==> src/rtl/mu0_pkg.sv <==
// mu0_pkg: shared opcode, ALU function, state and control-vector types for the MU0 sequencer
package mu0_pkg;
  typedef enum logic [3:0] {LDA = 4'h0, STO, ADD, SUB, JMP, JGE, JNE, STP} opcode_t;
  typedef enum logic [1:0] {ALU_Y, ALU_ADD, ALU_SUB, ALU_INC} alu_fn_t;
  typedef enum logic [1:0] {FETCH, EXEC, HALT, FAULT} state_t;
  localparam logic [3:0] OP_ILLEGAL_MIN = 4'h8;
  typedef struct packed {
    logic    mem_req;
    logic    rd;
    logic    wr;
    logic    asel;
    logic    xsel;
    logic    ysel;
    alu_fn_t alu_fn;
    logic    pc_en;
    logic    ir_en;
    logic    acc_en;
  } ctrl_t;
endpackage

==> src/rtl/mu0_ctrl_decode.sv <==
// mu0_ctrl_decode: opcode to control-vector decode for the EXEC state
module mu0_ctrl_decode
  import mu0_pkg::*;
(
  input  logic [3:0] i_f,
  input  logic       i_n,
  input  logic       i_z,
  input  logic       i_mem_ack,
  output ctrl_t      o_ctrl,
  output logic       o_done,
  output logic       o_halt,
  output logic       o_illegal
);
  always_comb begin
    o_ctrl = '0;
    o_done = 1'b0;
    o_halt = 1'b0;
    o_illegal = i_f >= OP_ILLEGAL_MIN;
    case (i_f)
      LDA, ADD, SUB: begin
        o_ctrl.mem_req = 1'b1;
        o_ctrl.rd = 1'b1;
        o_ctrl.asel = 1'b1;
        o_ctrl.alu_fn = i_f == ADD ? ALU_ADD : i_f == SUB ? ALU_SUB : ALU_Y;
        o_ctrl.acc_en = i_mem_ack;
        o_done = i_mem_ack;
      end
      STO: begin
        o_ctrl.mem_req = 1'b1;
        o_ctrl.wr = 1'b1;
        o_ctrl.asel = 1'b1;
        o_done = i_mem_ack;
      end
      JMP, JGE, JNE: begin
        o_ctrl.ysel = 1'b1;
        o_ctrl.alu_fn = ALU_Y;
        o_ctrl.pc_en = i_f == JGE ? ~i_n : i_f == JNE ? ~i_z : 1'b1;
        o_done = 1'b1;
      end
      STP: begin
        o_halt = 1'b1;
        o_done = 1'b1;
      end
      default: o_done = 1'b0;
    endcase
  end
endmodule

==> src/rtl/mu0_control.sv <==
// mu0_control: multi-cycle fetch/execute sequencer for the MU0 datapath
// with memory-timeout fault detection and saturating debug counters.
module mu0_control
  import mu0_pkg::*;
#(
  parameter int MAX_WAIT = 15,
  parameter int CNT_W    = 16
) (
  input  logic             Clk,
  input  logic             nReset,
  input  logic [3:0]       F,
  input  logic             N,
  input  logic             Z,
  input  logic             MemAck,
  output logic             MemReq,
  output logic             Rd,
  output logic             Wr,
  output logic             ASel,
  output logic             XSel,
  output logic             YSel,
  output logic [1:0]       AluFn,
  output logic             PC_En,
  output logic             IR_En,
  output logic             ACC_En,
  output logic             Halted,
  output logic             Fault,
  output logic [CNT_W-1:0] CycleCount,
  output logic [CNT_W-1:0] InstrCount
);
  state_t           r_state, w_next;
  ctrl_t            w_ctrl, w_dec;
  logic             w_done, w_halt, w_illegal, w_timeout, w_active;
  logic [7:0]       r_wait;
  logic [CNT_W-1:0] r_cycle, r_instr;

  mu0_ctrl_decode u_dec (
    .i_f       (F),
    .i_n       (N),
    .i_z       (Z),
    .i_mem_ack (MemAck),
    .o_ctrl    (w_dec),
    .o_done    (w_done),
    .o_halt    (w_halt),
    .o_illegal (w_illegal)
  );

  // controls are gated by nReset so an abandoned access drops at once
  always_comb begin
    w_ctrl = '0;
    if (nReset && r_state == FETCH) begin
      w_ctrl.mem_req = 1'b1;
      w_ctrl.rd = 1'b1;
      w_ctrl.xsel = 1'b1;
      w_ctrl.alu_fn = ALU_INC;
      w_ctrl.pc_en = MemAck;
      w_ctrl.ir_en = MemAck;
    end else if (nReset && r_state == EXEC) begin
      w_ctrl = w_dec;
    end
  end

  assign w_timeout = w_ctrl.mem_req && !MemAck && r_wait == 8'(MAX_WAIT - 1);
  assign w_active  = r_state == FETCH || r_state == EXEC;

  always_comb begin
    w_next = r_state;
    case (r_state)
      FETCH:   w_next = MemAck ? EXEC : w_timeout ? FAULT : FETCH;
      EXEC:    w_next = w_illegal ? FAULT : w_halt ? HALT : w_done ? FETCH : w_timeout ? FAULT : EXEC;
      default: w_next = r_state;
    endcase
  end

  always_ff @(posedge Clk or negedge nReset) begin
    if (!nReset) begin
      r_state <= FETCH;
      r_wait  <= '0;
      r_cycle <= '0;
      r_instr <= '0;
    end else begin
      r_state <= w_next;
      r_wait  <= w_next != r_state ? '0 : (w_ctrl.mem_req && !MemAck) ? r_wait + 8'd1 : r_wait;
      if (w_active && r_cycle != '1) r_cycle <= r_cycle + CNT_W'(1);
      if (r_state == EXEC && w_done && r_instr != '1) r_instr <= r_instr + CNT_W'(1);
    end
  end

  assign MemReq     = w_ctrl.mem_req;
  assign Rd         = w_ctrl.rd;
  assign Wr         = w_ctrl.wr;
  assign ASel       = w_ctrl.asel;
  assign XSel       = w_ctrl.xsel;
  assign YSel       = w_ctrl.ysel;
  assign AluFn      = w_ctrl.alu_fn;
  assign PC_En      = w_ctrl.pc_en;
  assign IR_En      = w_ctrl.ir_en;
  assign ACC_En     = w_ctrl.acc_en;
  assign Halted     = r_state == HALT;
  assign Fault      = r_state == FAULT;
  assign CycleCount = r_cycle;
  assign InstrCount = r_instr;
endmodule

==> config.mk <==
export PLATFORM = sky130hd
export DESIGN_NAME = mu0_control
export DESIGN_NICKNAME = d
export VERILOG_FILES = /design/src/rtl/mu0_pkg.sv /design/src/rtl/mu0_ctrl_decode.sv /design/src/rtl/mu0_control.sv
export SDC_FILE = /design/constraint.sdc
export NUM_CORES = 1
export LEC_CHECK = 0
export CAP_MARGIN = 25
export CORE_AREA = 8 8 79 81
export CTS_CLUSTER_DIAMETER = 150
export CTS_CLUSTER_SIZE = 24
export DETAILED_ROUTE_END_ITERATION = 8
export DIE_AREA = 0 0 87 89
export PLACE_DENSITY = 0.73
export RECOVER_POWER = 100
export SETUP_SLACK_MARGIN = 0.02
export SLEW_MARGIN = 0
export SYNTH_ARGS = -nofsm -noshare
export SYNTH_HDL_FRONTEND = slang
export SYNTH_SLANG_ARGS = --single-unit
==> constraint.sdc <==
create_clock -name Clk -period 5.9 [get_ports Clk]
set_clock_uncertainty 0.15 [all_clocks]
set_input_delay 0.59 -clock Clk [delete_from_list [all_inputs] [get_ports Clk]]
set_output_delay 0.59 -clock Clk [all_outputs]
set_load 0.02 [all_outputs]
==> results_dict.tcl, run 1 <==
set metrics [dict create \
    clockBufferDepth 2 \
    arrival_ns 2.98 \
    ys_seq_area_share_pct 44.42 \
    row_count 26 \
    async_flop_share_pct 100.0 \
    hold_buffers 0 \
    die_w_um 87 \
    antenna_found_initial 0 \
    post_cts_resize_count 0 \
    violations "capacitance limit, slew limit" \
    area_growth_pct 25.07 \
    endpoint_kind "output pin" \
    final_cell_mix "dlygate4sd3_1, dfrtp_1, nand2_1, a21oi_1, xor2_1" \
    cts.htree.levels 2 \
    syn_avg_cell_area_um2 10.20 \
    cts_tree "built" \
    synth_warnings 0 \
    fin_crit_sh_pct 62.98 \
    place_ws_ns 2.457 \
    combPwrFrac_pct 4.5 \
    met1_usage_pct 19.44 \
    power_frac_seq_pct 58.5 \
    clock.fmax_mhz 269.1 \
    cts_root_buf "clkbuf_8" \
    ys_ff_latch 42 \
    pwr-share-clk_pct 37.0 \
    num_io_pins 54 \
    whs_ns 0.1241 \
    setup_viol 0 \
    drc 0 \
    fin_nets 304 \
    swShare_pct 23.57 \
    min_path_type "in2async" \
    ant_nets 0 \
    cts_buffers 5 \
    dr.first_iter.drc_count 89 \
    finish.utilization_pct 59.45 \
    overflow 0 \
    initial_core_util_pct 47.54 \
    syn_inst 232 \
    cp_data_required_time_ns 5.16 \
    worstSetupPathType "in2out" \
    hold_viol 0 \
    final-max-slew-violation-count 37 \
    post_cts_buffers 0 \
    grt_busiest_layer "met2" \
    met3_usage_pct 3.493 \
    via_count 1908 \
    synth_top_cell_by_area "dfrtp_1" \
    period_minus_slack_ns 3.716 \
    core_mm2 0.004977 \
    post_drt_wl_per_cell_um 14.91 \
    p_per_area_mw_per_mm2 168.7 \
    gp_congestion 0.8064 \
    worstMarginPinSlew_ns 1.829 \
    gr-usage-met2_pct 24.57 \
    setup_slack_ns 2.184 \
    n_antenna_cell 0 \
    grt_pass1_vias 1860 \
    layout.cells.most_common "dlygate4sd3_1" \
    synth_edf_count 0 \
    status "finished, violations left" \
    max_slew_margin_pct -21.95 \
    rsz0062_at_grt "no" \
    hpwl_um 4113 \
    cp-start-kind "input pin" \
    grtUsageTotal_pct 14.87 \
    grt_pass1_wl_um 9328 \
    synth_fp_nets 245 \
    ys_types 45 \
    synthFlopType "dfrtp_1" \
    switchingPower_uw 117.7 \
    p_int_uw 381.6 \
    synthTopCellsByArea "dfrtp_1, xor2_1, a21oi_1" \
    critPathMaxFanout 7 \
    die_area_mm2 0.007743 \
    first_pass_iters 4 \
    die_y_um 89 \
    port_buffers 53 \
    clk_latency_ns 0.29 \
    fillers 441 \
    peakVddDrop_mv 0.1296 \
    drive_above_1_share_pct 6.849 \
    clock_sinks 42 \
    p_leak_nw 1.478 \
    drt-vias-per-instance 5.271 \
    clk_pin_slew_ns 0.08 \
    syn_area_mm2 0.002366 \
    max_cap_viol_count 1 \
    yosysTopAreaCellShare_pct 44.42 \
    grt_max_degree 48 \
    wl_um 5399 \
    finalSetupTns_ns 0 \
]
area by class of cell:
type                    instances  area (um^2)  share of cell area (%)
multi-input cells             177         1161                   39.24
flip-flops and latches         42         1051                   35.52
repair buffers                 54        528.0                   17.84
well taps                      70        87.58                   2.960
clock buffers                   5        68.82                   2.326
inverters                      11        41.29                   1.395
clock inverters                 3        21.27                  0.7188
stage by stage:
step / area (um^2) / std cells / power [mW]
after floorplan: 2366 / 232 / 0.3053
after global placement: 2967 / 353 / 0.3218
after detailed placement: 2967 / 353 / 0.3219
after CTS: 3057 / 361 / 0.5032
after global routing: 2959 / 362 / 0.5220
final: 2959 / 362 / 0.4992
state kept, by name (all words and copies together) (netlist names):
name        count
InstrCount     16
r_wait          8
r_state         2
CycleCount     16
power by group through the flow:
stage	combinational (mW)	sequential (mW)	clock (mW)
floorplan	0.00823	0.297	0
global placement	0.0241	0.298	0
detailed placement	0.0242	0.298	0
CTS	0.0243	0.292	0.187
global route	0.0258	0.292	0.204
finish	0.0227	0.292	0.185
Yosys cell counts (all sizes together), types with 4 or more instances:
master  instances
ha              4
nor2           14
o21ai           7
or3             5
xor2           16
a21oi          18
nor3           10
dfrtp          42
nor4            7
xnor2           7
nand3          14
nand2          18
nand4           7
inv            11
and3            7
and4            6
cell families (layout without fill, tap and decap cells):
kind of cell	count (synthesis)	in the layout	synth area share (%)
AOI/OAI and AO/OA	41	41	12.27
xor gates and xnor gates	23	23	8.514
adders and majority gates	4	4	2.115
buffers and inverters	13	73	2.274
DFF	42	42	44.42
muxes	6	6	2.855
and+or+nand+nor	103	103	27.55
critical path: stages:
cell	delay [ns]
dlygate4sd3_1	0.57
nor3b_1	0.59
nand3b_1	0.30
nor3_1	0.23
dlygate4sd3_1	0.69
worst paths after layout:
path                                      from             end  slack, ns  depth (start not counted)
worst max-delay path                      F[3]          ACC_En       2.18                          5
worst min-delay path                    nReset       r_wait[3]       0.12                          1
worst max register to register      r_state[1]  InstrCount[13]       3.37                          4
worst min register to register  CycleCount[13]  CycleCount[13]       0.36                          1
max in group asynchronous               nReset   InstrCount[9]       3.37                          2
min in group Clk                CycleCount[13]  CycleCount[13]       0.36                          1
routing by layer:
layer  up-vias  wire, um
met3         2       237
met4         0        27
li1        965         -
met5         -         0
met2        30      2568
met1       911      2565
Power figures use the tool's default switching activity.
==> inputs of run 2 (changes only) <==
==> constraint.sdc (replaced) <==
create_clock -name Clk -period 3.8 [get_ports Clk]
set_clock_uncertainty 0.15 [all_clocks]
set_input_delay 0.38 -clock Clk [delete_from_list [all_inputs] [get_ports Clk]]
set_output_delay 0.38 -clock Clk [all_outputs]
set_load 0.02 [all_outputs]
==> run 2 against run 1 <==
Against the previous run: the flow now finishes without violations; critical path depth rose by 1; critical path type unchanged; cell area rose by 1.7%; cell count rose by 0.28%; highest routed layer unchanged.
==> results_dict.tcl, run 2 (synthesis results as in run 1) <==
set metrics [dict create \
    grtUsageTotal_pct 15.40 \
    status "finished, final reports clean" \
    hpwl_um 4202 \
    min_path_type "reg2reg" \
    clk_latency_ns 0.30 \
    cp_top_family "buffers and inverters" \
    fillers 443 \
    die_area_mm2 0.007743 \
    fin_crit_sh_pct 84.19 \
    fin_nets 305 \
    row_count 26 \
    dr.first_iter.drc_count 75 \
    worstSetupPathType "in2out" \
    clock_sinks 42 \
    peakVddDrop_mv 0.2255 \
    setup_viol 0 \
    final_cell_mix "dlygate4sd3_1, dfrtp_1, a21oi_1, nand2_1, xor2_1" \
    clockBufferDepth 2 \
    wl_met2_um 2752 \
    path_buf_inv 3 \
    n_antenna_cell 0 \
    wl_met3_um 231 \
    grt_pass1_vias 1999 \
    first_pass_iters 6 \
    arrival_ns 2.67 \
    max_slew_margin_pct 25.29 \
    cp_data_required_time_ns 3.27 \
    p_int_uw 660.3 \
    finalSetupTns_ns 0 \
    final-max-slew-violation-count 0 \
    layout.cells.most_common "dlygate4sd3_1" \
    initial_core_util_pct 47.54 \
    die_w_um 87 \
    ant_nets 0 \
    cp-start-kind "input pin" \
    combPwrFrac_pct 4.4 \
    worstMarginPinSlew_ns 1.110 \
    via_count 1991 \
    gp_congestion 0.7846 \
    grt_pass1_wl_um 9480 \
    wl_met1_um 2514 \
    final_cell_area_mm2 0.003010 \
    cts_buffers 5 \
    worstPathCellList "dlygate4sd3_1 > buf_2 > nand3_1 > nor2_1 > a31o_2 > dlygate4sd3_1" \
    finish.utilization_pct 60.48 \
    multiInputGateArea_mm2 0.001181 \
    power_frac_seq_pct 53.8 \
    drt-vias-per-instance 5.485 \
    hold_buffers 1 \
    max_cap_viol_count 0 \
    max_stage_delay_ns 0.67 \
    register_area_mm2 0.001051 \
    num_io_pins 54 \
    rsz0062_at_grt "no" \
    area_growth_pct 27.23 \
    die_y_um 89 \
    critPathMaxFanout 28 \
    placed_area_mm2 0.002974 \
    cts_tree "built" \
    endpoint_kind "output pin" \
    swShare_pct 21.61 \
    post_cts_buffers 0 \
    clock.fmax_mhz 312.6 \
    core_mm2 0.004977 \
    grt_max_degree 29 \
    port_buffers 53 \
    hold_viol 0 \
    p_per_area_mw_per_mm2 279.8 \
    pwr-share-clk_pct 41.8 \
    antenna_found_initial 0 \
    drive_above_1_share_pct 6.485 \
    slowest_stage "dlygate4sd3_1" \
    period_minus_slack_ns 3.199 \
    post_cts_resize_count 0 \
    wl_um 5560 \
    cpMostUsedCell "dlygate4sd3_1" \
    cts_root_buf "clkbuf_8" \
    drc 0 \
    switchingPower_uw 182.1 \
    cts.htree.levels 2 \
    p_leak_nw 1.475 \
    clk_pin_slew_ns 0.08 \
    post_drt_wl_per_cell_um 15.32 \
    overflow 0 \
    routed.top_layer "met4" \
]
==> run 2: changes by cell type in the layout (fill, tap and decap cells not counted), sizes merged <==
cell | before | now
clkdlybuf4s50 | 6 | 7
bufinv | 0 | 1
clkinv | 2 | 0
buf | 0 | 1
==> run 2: area by class of cell <==
class | count | share of cell area [%]
clock buffer | 6 | 2.411
clock inverter | 2 | 1.247
inverter | 11 | 1.372
multi-input combinational | 177 | 39.24
sequential | 42 | 34.91
tap | 70 | 2.909
timing repair buffer | 55 | 17.91
==> run 2: path summary, 6_finish.rpt <==
kind | slack (ns) | start | end | cells after the start
setup / recovery | 0.60 | nReset | PC_En | 6
hold / removal | 0.34 | CycleCount[13] | CycleCount[13] | 1
setup reg to reg | 1.32 | r_state[1] | InstrCount[13] | 4
hold reg to reg | 0.34 | CycleCount[13] | CycleCount[13] | 1
max in group asynchronous | 1.66 | nReset | CycleCount[12] | 3
min in group asynchronous | 0.49 | nReset | InstrCount[10] | 2
==> run 2: routing by layer <==
metal | track usage, % | up-vias
met5 | 0 | -
met4 | 6.416 | 0
met3 | 3.860 | 8
met1 | 18.50 | 980
li1 | - | 967
met2 | 25.75 | 36
==> run 2: through the flow <==
stage,hold slack [ns],instances,worst slack (ns),power [mW]
floorplan,-0.06559,232,1.746,0.4740
detailed placement,0.2810,354,0.9437,0.5009
global route,0.3645,363,0.3496,0.8786
global placement,0.2843,354,0.9835,0.5007
finish,0.3430,363,0.6009,0.8424
CTS,0.3526,363,0.5655,0.8564
==> run 2: power groups by stage <==
stage / logic, mW / registers, mW / clock network (mW)
after global placement: 0.0384 / 0.462 / 0
after global routing: 0.0417 / 0.454 / 0.383
after detailed placement: 0.0386 / 0.462 / 0
after floorplan: 0.0128 / 0.461 / 0
after CTS: 0.0397 / 0.453 / 0.363
final: 0.0367 / 0.453 / 0.352
